[config.mk]
export PLATFORM = sky130hd
export DESIGN_NAME = traffic_light_sequencer
export DESIGN_NICKNAME = d
export VERILOG_FILES = /design/src/rtl/traffic_pkg.sv /design/src/rtl/phase_timer.sv /design/src/rtl/traffic_light_sequencer.sv
export SDC_FILE = /design/constraint.sdc
export NUM_CORES = 1
export LEC_CHECK = 0
export ABC_AREA = 1
export CAP_MARGIN = 40
export CORE_UTILIZATION = 43
export CTS_BUF_LIST = sky130_fd_sc_hd__clkbuf_8
export DETAILED_ROUTE_END_ITERATION = 10
export DONT_BUFFER_PORTS = 1
export GPL_ROUTABILITY_DRIVEN = 0
export PLACE_DENSITY = 0.61
export SLEW_MARGIN = 20
export SYNTH_ARGS = -nofsm -noshare
export SYNTH_HDL_FRONTEND = slang
export SYNTH_HIERARCHICAL = 1
export SYNTH_SLANG_ARGS = --single-unit
export TNS_END_PERCENT = 50
[constraint.sdc]
create_clock -name CLK -period 2.4 [get_ports CLK]
set_input_delay 0.36 -clock CLK [delete_from_list [all_inputs] [get_ports CLK]]
set_output_delay 0.36 -clock CLK [all_outputs]
set_load 0.02 [all_outputs]
[src/rtl/traffic_pkg.sv]
// Shared types, lamp encodings and helpers for the traffic light sequencer.
package traffic_pkg;

  typedef enum logic [2:0] {
    MAIN_GREEN     = 3'd0,
    MAIN_YELLOW    = 3'd1,
    ALL_RED_1      = 3'd2,
    COUNTRY_GREEN  = 3'd3,
    COUNTRY_YELLOW = 3'd4,
    ALL_RED_2      = 3'd5,
    NIGHT_FLASH    = 3'd6
  } LIGHT_STATE_T;

  // Lamp encodings: {RED, YELLOW, GREEN}
  localparam logic [2:0] RED    = 3'b100;
  localparam logic [2:0] YELLOW = 3'b010;
  localparam logic [2:0] GREEN  = 3'b001;
  localparam logic [2:0] DARK   = 3'b000;

  // Timer load value (dwell-1) for a country green sized from the traffic rank.
  function automatic logic [7:0] cg_load(input logic [9:0] base,
                                         input logic [9:0] step,
                                         input logic [9:0] cap,
                                         input logic [4:0] rank);
    logic [9:0] d;
    d = base + 10'(rank) * step;
    if (d > cap) d = cap;
    if (d == '0) d = 10'd1;
    d = d - 10'd1;
    return 8'(d);
  endfunction

  function automatic logic [2:0] main_lamp(input LIGHT_STATE_T s, input logic blink);
    logic [2:0] l;
    case (s)
      MAIN_GREEN:  l = GREEN;
      MAIN_YELLOW: l = YELLOW;
      NIGHT_FLASH: l = blink ? YELLOW : DARK;
      default:     l = RED;
    endcase
    return l;
  endfunction

  function automatic logic [2:0] country_lamp(input LIGHT_STATE_T s);
    logic [2:0] l;
    case (s)
      COUNTRY_GREEN:  l = GREEN;
      COUNTRY_YELLOW: l = YELLOW;
      default:        l = RED;
    endcase
    return l;
  endfunction

endpackage

[src/rtl/phase_timer.sv]
// 8-bit loadable down-counter that saturates at zero.
module phase_timer #(
  parameter logic [7:0] RST_VAL = '0
) (
  input  logic       CLK,
  input  logic       RST,
  input  logic       LOAD,
  input  logic [7:0] LOAD_VAL,
  output logic       ZERO
);

  logic [7:0] cnt_q;

  // Load has priority over counting; hold at zero once reached.
  always_ff @(posedge CLK) begin
    if (RST)                cnt_q <= RST_VAL;
    else if (LOAD)          cnt_q <= LOAD_VAL;
    else if (cnt_q != '0)   cnt_q <= cnt_q - 8'd1;
  end

  assign ZERO = (cnt_q == '0);

endmodule

[src/rtl/traffic_light_sequencer.sv]
// Moore sequencer for the main-road and country-road signal heads, with
// latched country requests, rank-sized country green and night flashing.
module traffic_light_sequencer
  import traffic_pkg::*;
#(
  parameter int unsigned MIN_MAIN_GREEN = 20,
  parameter int unsigned YELLOW_T       = 3,
  parameter int unsigned ALL_RED_T      = 1,
  parameter int unsigned CG_BASE        = 5,
  parameter int unsigned CG_STEP        = 1,
  parameter int unsigned CG_MAX         = 25,
  parameter int unsigned BLINK_T        = 4,
  parameter int unsigned NIGHT_START    = 22,
  parameter int unsigned NIGHT_END      = 6
) (
  input  logic       CLK,
  input  logic       RST,
  input  logic       COUNTRY_PULSE,
  input  logic [4:0] LIGHT_RANK,
  input  logic [4:0] HOUR,
  output logic [2:0] MAIN_LIGHT,
  output logic [2:0] COUNTRY_LIGHT,
  output logic [2:0] PHASE,
  output logic       REQ_PENDING,
  output logic       CYCLE_DONE
);

  localparam logic [7:0] MG_LD    = 8'(MIN_MAIN_GREEN - 1);
  localparam logic [7:0] Y_LD     = 8'(YELLOW_T - 1);
  localparam logic [7:0] AR_LD    = 8'(ALL_RED_T - 1);
  localparam logic [7:0] BLINK_LD = 8'(BLINK_T - 1);
  localparam logic [4:0] NS       = 5'(NIGHT_START);
  localparam logic [4:0] NE       = 5'(NIGHT_END);

  LIGHT_STATE_T state_q, state_d;
  logic         req_q, req_d;
  logic         blink_q, blink_d;
  logic         done_q, done_d;
  logic [2:0]   main_q, country_q;
  logic         tmr_load, tmr_zero;
  logic [7:0]   tmr_val;
  logic         req, night;

  phase_timer #(.RST_VAL(MG_LD)) u_timer (
    .CLK      (CLK),
    .RST      (RST),
    .LOAD     (tmr_load),
    .LOAD_VAL (tmr_val),
    .ZERO     (tmr_zero)
  );

  // Next-state, timer reload, request latch and blink phase decisions.
  always_comb begin
    req      = req_q | COUNTRY_PULSE;
    night    = (HOUR <= 5'd23) && ((HOUR >= NS) || (HOUR < NE));
    state_d  = state_q;
    tmr_load = 1'b0;
    tmr_val  = '0;
    case (state_q)
      MAIN_GREEN: if (tmr_zero) begin
        if (req)        state_d = MAIN_YELLOW;
        else if (night) state_d = NIGHT_FLASH;
      end
      MAIN_YELLOW:    if (tmr_zero) state_d = ALL_RED_1;
      ALL_RED_1:      if (tmr_zero) state_d = COUNTRY_GREEN;
      COUNTRY_GREEN:  if (tmr_zero) state_d = COUNTRY_YELLOW;
      COUNTRY_YELLOW: if (tmr_zero) state_d = ALL_RED_2;
      ALL_RED_2:      if (tmr_zero) state_d = MAIN_GREEN;
      NIGHT_FLASH: begin
        if (req)         state_d = MAIN_YELLOW;
        else if (!night) state_d = MAIN_GREEN;
        else if (tmr_zero) begin
          // the phase timer doubles as the blink half-period counter
          tmr_load = 1'b1;
          tmr_val  = BLINK_LD;
        end
      end
      default: state_d = MAIN_GREEN;
    endcase

    if (state_d != state_q) begin
      tmr_load = 1'b1;
      case (state_d)
        MAIN_GREEN:     tmr_val = MG_LD;
        MAIN_YELLOW:    tmr_val = Y_LD;
        COUNTRY_GREEN:  tmr_val = cg_load(10'(CG_BASE), 10'(CG_STEP), 10'(CG_MAX), LIGHT_RANK);
        COUNTRY_YELLOW: tmr_val = Y_LD;
        NIGHT_FLASH:    tmr_val = BLINK_LD;
        default:        tmr_val = AR_LD;
      endcase
    end

    if ((state_d == COUNTRY_GREEN) && (state_q != COUNTRY_GREEN)) req_d = 1'b0;
    else if (COUNTRY_PULSE && (state_q != COUNTRY_GREEN))          req_d = 1'b1;
    else                                                           req_d = req_q;

    if (state_d != NIGHT_FLASH)      blink_d = 1'b0;
    else if (state_q != NIGHT_FLASH) blink_d = 1'b1;
    else if (tmr_zero)               blink_d = ~blink_q;
    else                             blink_d = blink_q;

    done_d = (state_q == ALL_RED_2) && (state_d == MAIN_GREEN);
  end

  // State register with lamp outputs registered from the next-state decode.
  always_ff @(posedge CLK) begin
    if (RST) begin
      state_q   <= MAIN_GREEN;
      req_q     <= 1'b0;
      blink_q   <= 1'b0;
      done_q    <= 1'b0;
      main_q    <= GREEN;
      country_q <= RED;
    end else begin
      state_q   <= state_d;
      req_q     <= req_d;
      blink_q   <= blink_d;
      done_q    <= done_d;
      main_q    <= main_lamp(state_d, blink_d);
      country_q <= country_lamp(state_d);
    end
  end

  assign MAIN_LIGHT    = main_q;
  assign COUNTRY_LIGHT = country_q;
  assign PHASE         = state_q;
  assign REQ_PENDING   = req_q;
  assign CYCLE_DONE    = done_q;

endmodule

==> results by group, run 1 <==
Clock network
  • H-tree depth: 1
  • Root Driver: clkbuf_8
  • Clock tree buffer depth: 2
  • Clock Pin Slew Worst Setup and Hold Paths: 0.08 ns
  • Worst skew pair latency: 0.26 ns
  • TritonCTS clock tree: yes
  • # hold bufs at CTS: 0
  • Total CTS buffers: 3
  • TritonCTS Sinks: 20

Die
  • Die height: 62.6 microns
  • Core region area: 3440 sq um
  • Die W: 62.6 microns
  • Initial Util: 45.9%
  • FP Rows: 21
  • Area of the die: 3920 sq um
  • I/O Pins: 24

Drt
  • Final WL: 3610 microns
  • Routed vias: 1529
  • Final antenna-violating net count: 0
  • Routed metal-1 wirelength: 1590 microns
  • DRT iter0 DRCs: 69
  • Top sig layer: met4
  • Met3 wire length: 157 microns
  • First-pass DRT Iterations: 4
  • Via density: 4.92
  • Residual DRC: 0
  • Avg WL per Cell: 11.6 microns
  • WL met2: 1830 microns

Setup path
  • R2R Path Start: u_timer/cnt_q[2]$_SDFFE_PP0P_
  • Critical path's top delay family: simple AND/OR/NAND/NOR gates
  • CP Launch Point: u_timer/cnt_q[2]$_SDFFE_PP0P_
  • Largest stage delay on the critical path: 0.35 ns
  • Worst Path Required: 2.56 ns
  • Setup crit end kind: flop
  • Cell repeated most along the worst path: buf_4
  • CP Launch Type: flop
  • CP bufs+invs: 3
  • Data arrival, critical path: 2.43 ns
  • WS Path Type: reg -> reg
  • CP Max Fanout: 7
  • Slowest-stage cell, CP: dfxtp_1
  • CP cell instances: nor2_2 -> nand2_2 -> nor2_4 -> nand4_1 -> nand2_1 -> a21oi_1 -> buf_4 -> nor2_8 -> nand2_2 -> nand4_1 -> buf_4 -> buf_4 -> mux2i_1 -> nor3_1

Synth
  • Top cell type's share of synthesized area: 25.3%
  • Register area share after synthesis: 25.3%
  • Syn_area_per_cell: 6.56 sq um
  • Ys Warns: 6
  • Cell with the most instances after synthesis: nand2_1
  • Netlist Area Pre-Place: 1580 sq um
  • Ys async rst share: 0%
  • Yosys top cell by area: dfxtp_1
  • Primary flip-flop cell chosen by synthesis mapping: dfxtp_1
  • Synth Instances: 241
  • Top post-synthesis cells by count: 63 x nand2_1, 28 x nor2_1, 24 x inv_1
  • Synthesized flop and latch total: 20
  • Synth area leaders: dfxtp_1 25%, nand2_1 15%, nor2_1 6.6%, inv_1 5.7%, nand3_1 4.7%
  • Synth cell types: 36
  • EDFF count, synth: 0

Global routing
  • Pin count of the biggest net entering global routing: 15
  • Vias in the first global route: 1499
  • Total Routing Usage GR: 19.4%
  • Antenna violations before repair: 0
  • First-pass GRT wire length: 6080 microns
  • GR Overflow Total: 0

STA
  • Layout Skew: 0.00272 ns
  • Crit path time final: 2.27 ns
  • Final hold violations: 0
  • Fin Hold WS: 0.157 ns
  • Fmax: 0.441 GHz
  • Final clock period utilization by the worst path: 94.5%
  • Final max-slew violation count: 0
  • Endpoints failing setup: 0

Power
  • Max rail drop VDD: 0.445 mV
  • Switch Pwr: 0.000728 W
  • Comb power frac: 54.4%
  • Seq pwr share: 26.5%
  • Pint: 0.00104 W
  • Clock network power share: 19.1%
  • Pleak: 0.925 nW
  • Tot Pwr: 0.00177 W
  • Switching share of power: 41.2%
  • Pwr/cell area: 921 nW/um^2

Final layout
  • Area Overhead vs Synth: 21.3%
  • Register area: 402 sq um
  • Fin util: 55.7%
  • Multi-input gate area: 1080 sq um
  • Non-Filler Cell Area, Final: 1920 sq um
  • Fillcell total: 333
  • Nets: 283
  • Share of cells above drive strength 1: 30.6%
  • Inserted Diodes: 0
  • Finished Layout Cells: 311

Job
  • Max_cap viols: 0

Place
  • Placed instance count: 300
  • Area post-placement: 1740 sq um
  • HPWL after DPL: 2760 microns
  • Input/output buffers: 0

Hold path
  • Origin of the worst min-delay path: RST
  • Worst hold path class: in -> reg

Status
  • Status: finished clean
-- logic make-up after synthesis --
group / Yosys count / share of synthesized area, %
xor+xnor: 7 / 4.35
simple gates: 151 / 49.1
fa+ha+maj: 4 / 3.16
flops: 20 / 25.3
buf+inv: 38 / 9.89
compound gates: 19 / 7.36
other cells: 1 / 0.237
mux: 1 / 0.633
-- worst paths after layout --
path | cells after the start | endpoint | slack, ns
worst max register to register | 14 | u_timer/cnt_q[2]$_SDFFE_PP0P_ | 0.13
worst min-delay path | 1 | u_timer/cnt_q[3]$_SDFFE_PP0P_ | 0.16
worst min register to register | 2 | u_timer/cnt_q[6]$_SDFFE_PP0P_ | 0.52
worst max-delay path | 14 | u_timer/cnt_q[2]$_SDFFE_PP0P_ | 0.13
-- registers in the layout, summed over array words and instances (netlist names) --
signal         flops
COUNTRY_LIGHT      3
CYCLE_DONE         1
MAIN_LIGHT         3
PHASE              3
REQ_PENDING        1
blink_q            1
u_timer/cnt_q      8
-- through the flow --
step                setup TNS, ns  setup WS (ns)
finish                          0          0.131
global route               -0.189        -0.0577
CTS                             0        0.00707
detailed placement        -0.0106        -0.0106
global placement                0        0.00772
floorplan                       0        0.00621
-- power groups by stage --
stage               combinational, W  sequential [W]  clock (W)
CTS                         0.000860        0.000465   0.000344
global route                 0.00108        0.000475   0.000357
detailed placement          0.000856        0.000471          0
finish                      0.000960        0.000468   0.000338
global placement            0.000844        0.000470          0
floorplan                   0.000639        0.000462          0
-- layer usage --
metal	track usage, %	vias to the layer above
met3	4.38	4
met4	6.69	0
li1	-	812
met5	0	-
met2	36.0	30
met1	21.4	683
-- layout make-up --
class	instances	area share [%]
Clock buffer	3	2.15
Multi-Input combinational cell	184	56.1
Sequential cell	20	20.9
Timing Repair Buffer	23	9.39
Inverter	34	6.85
Tap cell	46	3.00
Clock inverter	1	1.57
-- cell usage in the layout, fill, tap and decap left out, drive strengths merged --
cell	count
clkinv	1
clkbuf	3
o211ai	3
nand4	9
bufinv	1
nand2	71
nor3	4
xnor2	2
dfxtp	20
mux2i	1
o21a	1
buf	23
conb	2
nand3b	4
ha	4
nor2	41
inv	33
xor2	5
o31ai	1
nand3	22
o21ai	4
a21oi	10
-- repair_timing --
action                                  in CTS  in global routing
pin swaps                                    1                 16
endpoints found under the setup margin       1                  8
cloned                                       0                  0
buffers inserted                             0                  7
resized for setup                            0                 18
No activity file was read; power rests on OpenSTA's default activity.
==> run 2: changes to the inputs <==
MAX_ROUTING_LAYER = met4   (was default)
==> results by group, run 2 (synthesis results as in run 1) <==
Drt
  • Final antenna-violating net count: 0 (unchanged)
  • Via density: 4.92 (unchanged)
  • Final WL: 3610 microns (unchanged)
  • Routed vias: 1529 (unchanged)
  • DRT iter0 DRCs: 76 (+10%)
  • Avg WL per Cell: 11.6 microns (unchanged)
  • First-pass DRT Iterations: 4 (unchanged)
  • Residual DRC: 0 (unchanged)

Clock network
  • TritonCTS clock tree: yes
  • H-tree depth: 1 (unchanged)
  • Root Driver: clkbuf_8
  • Clock tree buffer depth: 2 (unchanged)
  • Clock Pin Slew Worst Setup and Hold Paths: 0.08 ns (about the same)
  • Worst skew pair latency: 0.26 ns (about the same)
  • # hold bufs at CTS: 0 (unchanged)
  • TritonCTS Sinks: 20 (unchanged)
  • Total CTS buffers: 3 (unchanged)

STA
  • Crit path time final: 2.27 ns (unchanged)
  • Final max-slew violation count: 0 (unchanged)
  • Fin Hold WS: 0.157 ns (unchanged)
  • Final clock period utilization by the worst path: 94.5% (unchanged)
  • PnR worst setup slack: 0.131 ns (unchanged)
  • Layout Skew: 0.00272 ns (unchanged)
  • Final hold violations: 0 (unchanged)
  • Fmax: 0.441 GHz (unchanged)
  • Endpoints failing setup: 0 (unchanged)

Final layout
  • Finished Layout Cells: 311 (unchanged)
  • Inserted Diodes: 0 (unchanged)
  • Max reg flops: 8 (unchanged)
  • Fin util: 55.7% (unchanged)
  • Highest-count cells in the layout ignoring fill and taps: 58 x nand2_1, 28 x nor2_1, 21 x inv_1, 21 x buf_4, 19 x dfxtp_1
  • Most common cell after layout, fill and taps aside: nand2_1
  • Top reg by flops: u_timer/cnt_q
  • Nets: 283 (unchanged)
  • Share of cells above drive strength 1: 30.6% (unchanged)
  • Area Overhead vs Synth: 21.3% (unchanged)
  • Fillcell total: 333 (unchanged)

Setup path
  • Critical path's top delay family: simple AND/OR/NAND/NOR gates
  • Cell repeated most along the worst path: buf_4
  • Reg2Reg Depth: 14 (unchanged)
  • WS Path Type: reg -> reg
  • CP cell instances: nor2_2 -> nand2_2 -> nor2_4 -> nand4_1 -> nand2_1 -> a21oi_1 -> buf_4 -> nor2_8 -> nand2_2 -> nand4_1 -> buf_4 -> buf_4 -> mux2i_1 -> nor3_1
  • Worst Path Required: 2.56 ns (about the same)
  • CP Max Fanout: 7 (unchanged)
  • CP bufs+invs: 3 (unchanged)
  • CP Launch Type: flop
  • Setup crit end kind: flop
  • Data arrival, critical path: 2.43 ns (about the same)
  • Crit path depth: 14 (unchanged)
  • Slowest-stage cell, CP: dfxtp_1
  • Largest stage delay on the critical path: 0.35 ns (about the same)

Global routing
  • First-pass GRT wire length: 6070 microns (-0.21%)
  • Total Routing Usage GR: 19.9% (+0.51 points)
  • Antenna violations before repair: 0 (unchanged)
  • Global Route met3 Usage: 4.38% (unchanged)
  • GR Overflow Total: 0 (unchanged)
  • Met2 GRT Util: 36.0% (unchanged)
  • GR peak layer: met2
  • Pin count of the biggest net entering global routing: 15 (unchanged)
  • Vias in the first global route: 1502 (+0.20%)
  • Met1 usage: 21.3% (-0.11 points)

Die
  • Die W: 62.6 microns (unchanged)
  • Initial Util: 45.9% (unchanged)
  • I/O Pins: 24 (unchanged)
  • Die height: 62.6 microns (unchanged)
  • Area of the die: 3920 sq um (unchanged)
  • Core region area: 3440 sq um (unchanged)
  • FP Rows: 21 (unchanged)

Power
  • Switching share of power: 41.2% (unchanged)
  • Pleak: 0.925 nW (unchanged)
  • Seq pwr share: 26.5% (about the same)
  • Max rail drop VDD: 0.445 mV (unchanged)
  • Comb power frac: 54.4% (about the same)
  • Switch Pwr: 0.000728 W (unchanged)
  • Pint: 0.00104 W (unchanged)
  • Pwr/cell area: 921 nW/um^2 (unchanged)
  • Tot Pwr: 0.00177 W (unchanged)
  • Clock network power share: 19.1% (about the same)

Place
  • DP Worst Slack: -0.0106 ns (unchanged)
  • Placed instance count: 300 (unchanged)
  • HPWL after DPL: 2760 microns (unchanged)
  • Input/output buffers: 0 (unchanged)

Status
  • Status: finished clean

Hold path
  • Worst hold path class: in -> reg
  • Worst hold stages: 1 (unchanged)

Job
  • Max_cap viols: 0 (unchanged)
[run 2: final timing paths]
check	start	to	slack, ns
max	u_timer/cnt_q[2]$_SDFFE_PP0P_	u_timer/cnt_q[2]$_SDFFE_PP0P_	0.13
min	RST	u_timer/cnt_q[3]$_SDFFE_PP0P_	0.16
max reg2reg	u_timer/cnt_q[2]$_SDFFE_PP0P_	u_timer/cnt_q[2]$_SDFFE_PP0P_	0.13
min reg2reg	u_timer/cnt_q[6]$_SDFFE_PP0P_	u_timer/cnt_q[6]$_SDFFE_PP0P_	0.52
[run 2: power by group through the flow]
| stage | sequential, W | combinational, W | clock, W |
|---|---|---|---|
| floorplan | 0.000462 | 0.000639 | 0 |
| global placement | 0.000470 | 0.000844 | 0 |
| global route | 0.000475 | 0.00108 | 0.000357 |
| detailed placement | 0.000471 | 0.000856 | 0 |
| CTS | 0.000465 | 0.000860 | 0.000344 |
| finish | 0.000468 | 0.000960 | 0.000338 |
[run 2: cell type report]
| cell class | count | area (sq um) | share of cell area, % |
|---|---|---|---|
| flip-flops and latches | 20 | 402 | 20.9 |
| clock inverters | 1 | 30.0 | 1.57 |
| repair buffers | 23 | 180 | 9.39 |
| inverters | 34 | 131 | 6.85 |
| well taps | 46 | 57.6 | 3.00 |
| clock buffers | 3 | 41.3 | 2.15 |
| multi-input cells | 184 | 1080 | 56.1 |
[run 2: per-stage QoR]
stage                     TNS (ns)  area [sq um]
after floorplan                  0          1590
after global placement           0          1740
after detailed placement   -0.0106          1740
after CTS                        0          1810
after global routing        -0.189          1920
final                            0          1920
[run 2: worst register-to-register path, cell delays in order (launching register included)]
cell and delay (ns):
dfxtp_1 0.35, nor2_2 0.16, nand2_2 0.10, nor2_4 0.25, nand4_1 0.14, nand2_1 0.11, a21oi_1 0.08, buf_4 0.15
nor2_8 0.08, nand2_2 0.06, nand4_1 0.15, buf_4 0.13, buf_4 0.12, mux2i_1 0.21, nor3_1 0.06
[run 2: repair_timing]
item	in CTS	in global routing
endpoints found under the hold margin	0	0
resized for setup	0	18
setup buffers	0	7
cloned	0	0
endpoints found under the setup margin	1	8
pin swaps	1	16
[run 2: routing by layer]
layer | share of wire [%] | up-vias
met4 | 0.92 | 0
met2 | 51 | 30
met1 | 44 | 683
met5 | 0 | -
met3 | 4.4 | 4
li1 | - | 812
==> run 3: changes to the inputs <==
GPL_TIMING_DRIVEN = 0   (was default)
SLEW_MARGIN = default   (was 20)
==> results by group, run 3 (synthesis results as in run 1) <==
Status
  • Status: finished clean

Die
  • Die height: 62.6 microns (unchanged)
  • Die W: 62.6 microns (unchanged)
  • I/O Pins: 24 (unchanged)
  • Area of the die: 3920 sq um (unchanged)
  • Initial Util: 45.9% (unchanged)
  • Core region area: 3440 sq um (unchanged)
  • FP Rows: 21 (unchanged)

Power
  • Pwr/cell area: 928 nW/um^2 (+0.78%)
  • Pleak: 0.893 nW (-3.5%)
  • Switching share of power: 41.3% (about the same)
  • Pint: 0.00103 W (-1.1%)
  • Seq pwr share: 26.9% (+0.4 points)
  • Comb power frac: 54.1% (-0.3 points)
  • Tot Pwr: 0.00175 W (-0.99%)
  • Max rail drop VDD: 0.570 mV (+28%)
  • Clock network power share: 19.0% (about the same)
  • Switch Pwr: 0.000722 W (-0.91%)

STA
  • Crit path time final: 2.24 ns (-0.0282 ns)
  • Fmax: 0.446 GHz (+1.3%)
  • Final max-slew violation count: 0 (unchanged)
  • Final hold violations: 0 (unchanged)
  • Endpoints failing setup: 0 (unchanged)
  • Layout Skew: 0.00892 ns (+0.00620 ns)
  • Final clock period utilization by the worst path: 93.4% (-1.2 points)
  • Setup TNS: 0 ns (unchanged)
  • Fin Hold WS: 0.168 ns (+0.0105 ns)

Drt
  • Residual DRC: 0 (unchanged)
  • DRT iter0 DRCs: 110 (+45%)
  • Routed metal-1 wirelength: 1560 microns (-1.8%)
  • Met3 wire length: 212 microns (+35%)
  • Final WL: 3470 microns (-3.7%)
  • First-pass DRT Iterations: 4 (unchanged)
  • Avg WL per Cell: 11.4 microns (-1.5%)
  • Routed vias: 1526 (-0.20%)
  • WL met2: 1690 microns (-7.8%)
  • Via density: 5.02 (+2.1%)
  • Top sig layer: met4
  • Final antenna-violating net count: 0 (unchanged)

Final layout
  • Fin util: 54.7% (-0.98 points)
  • Highest-count cells in the layout ignoring fill and taps: 60 x nand2_1, 27 x nor2_1, 21 x inv_1
  • Share of cells above drive strength 1: 27.9% (-2.7 points)
  • Top reg by flops: u_timer/cnt_q
  • Inserted Diodes: 0 (unchanged)
  • Most common cell after layout, fill and taps aside: nand2_1
  • Area Overhead vs Synth: 19.1%
  • Finished Layout Cells: 304 (-2.3%)
  • Nets: 276 (-2.5%)
  • Max reg flops: 8 (unchanged)

Clock network
  • TritonCTS Sinks: 20 (unchanged)
  • H-tree depth: 1 (unchanged)
  • Total CTS buffers: 3 (unchanged)
  • Clock Pin Slew Worst Setup and Hold Paths: 0.08 ns (about the same)
  • Worst skew pair latency: 0.26 ns (about the same)
  • Root Driver: clkbuf_8
  • TritonCTS clock tree: yes
  • Clock tree buffer depth: 2 (unchanged)

Setup path
  • Worst reg-to-reg setup slack: 0.16 ns (+0.03 ns)
  • Reg2Reg Depth: 15 (+1)
  • CP Max Fanout: 7 (unchanged)
  • WS Path Type: reg -> reg
  • Setup crit end kind: flop
  • Data arrival, critical path: 2.41 ns (-0.02 ns)
  • Worst Path Required: 2.56 ns (about the same)
  • R2R Path Start: u_timer/cnt_q[0]$_SDFFE_PP1P_
  • CP Launch Point: u_timer/cnt_q[0]$_SDFFE_PP1P_
  • CP Launch Type: flop

Place
  • Placed instance count: 288 (-4.0%)
  • Input/output buffers: 0 (unchanged)
  • HPWL after DPL: 2580 microns (-6.6%)

Job
  • Max_cap viols: 0 (unchanged)

Global routing
  • Antenna violations before repair: 0 (unchanged)
  • Vias in the first global route: 1320 (-12%)
  • GR Overflow Total: 0 (unchanged)
  • First-pass GRT wire length: 5800 microns (-4.4%)
  • Total Routing Usage GR: 18.6% (-1.3 points)
  • Pin count of the biggest net entering global routing: 13 (-2)

Hold path
  • Worst hold path class: in -> reg
  • Worst hold stages: 1 (unchanged)
  • Origin of the worst min-delay path: RST
==> run 3: metal layers <==
layer	global-route usage, %	vias up
li1	-	802
met2	30.6	40
met4	3.49	0
met5	-	-
met1	23.5	682
met3	4.01	2
==> run 3: area by class of cell <==
class | instances | area [sq um]
fill | 342 | 1560
multi-input combinational | 184 | 1090
sequential | 20 | 402
inverter | 34 | 136
timing repair buffer | 12 | 87.6
tap | 46 | 57.6
clock buffer | 3 | 41.3
buffer | 4 | 37.5
clock inverter | 1 | 30.0
==> run 3: what timing repair did <==
action / CTS / global route
pin swaps: 2 / 10
hold endpoints to repair: 0 / 0
endpoints found under the setup margin: 8 / 8
cloned: 0 / 1
buffers inserted: 1 / 10
hold buffers: 0 / 0
gates resized for setup: 5 / 17
==> run 3: path summary, 6_finish.rpt <==
| kind | end |
|---|---|
| max | u_timer/cnt_q[5]$_SDFFE_PP0P_ |
| min | CYCLE_DONE$_SDFF_PP0_ |
| max reg2reg | u_timer/cnt_q[5]$_SDFFE_PP0P_ |
| min reg2reg | u_timer/cnt_q[6]$_SDFFE_PP0P_ |
==> run 3: critical path: stages, from the launching register on <==
cell and delay (ns):
dfxtp_1 0.31, inv_2 0.10, ha_4 0.14, nand2_2 0.08, nor2_4 0.16, buf_6 0.14, nor3_2 0.06, nor2_4 0.18
nand3_4 0.13, xor2_2 0.20, nand4_1 0.12, buf_6 0.16, nor2_4 0.16, nand3_1 0.09, nand2_1 0.08, nor2_2 0.03
==> run 3: per-stage QoR <==
stage / setup WS [ns] / cell area (sq um)
2_1_floorplan: 0.00621 / 1590
3_3_place_gp: -0.313 / 1650
3_5_place_dp: -0.360 / 1650
4_1_cts: 0.00568 / 1730
5_1_grt: -0.0258 / 1880
6_report: 0.159 / 1880
==> run 3: power groups by stage <==
stage	Sequential, W	Clock, W	Combinational, W
after floorplan	0.000462	0	0.000639
after global placement	0.000473	0	0.000756
after detailed placement	0.000471	0	0.000757
after CTS	0.000465	0.000344	0.000782
after global routing	0.000478	0.000360	0.00107
final	0.000469	0.000333	0.000946
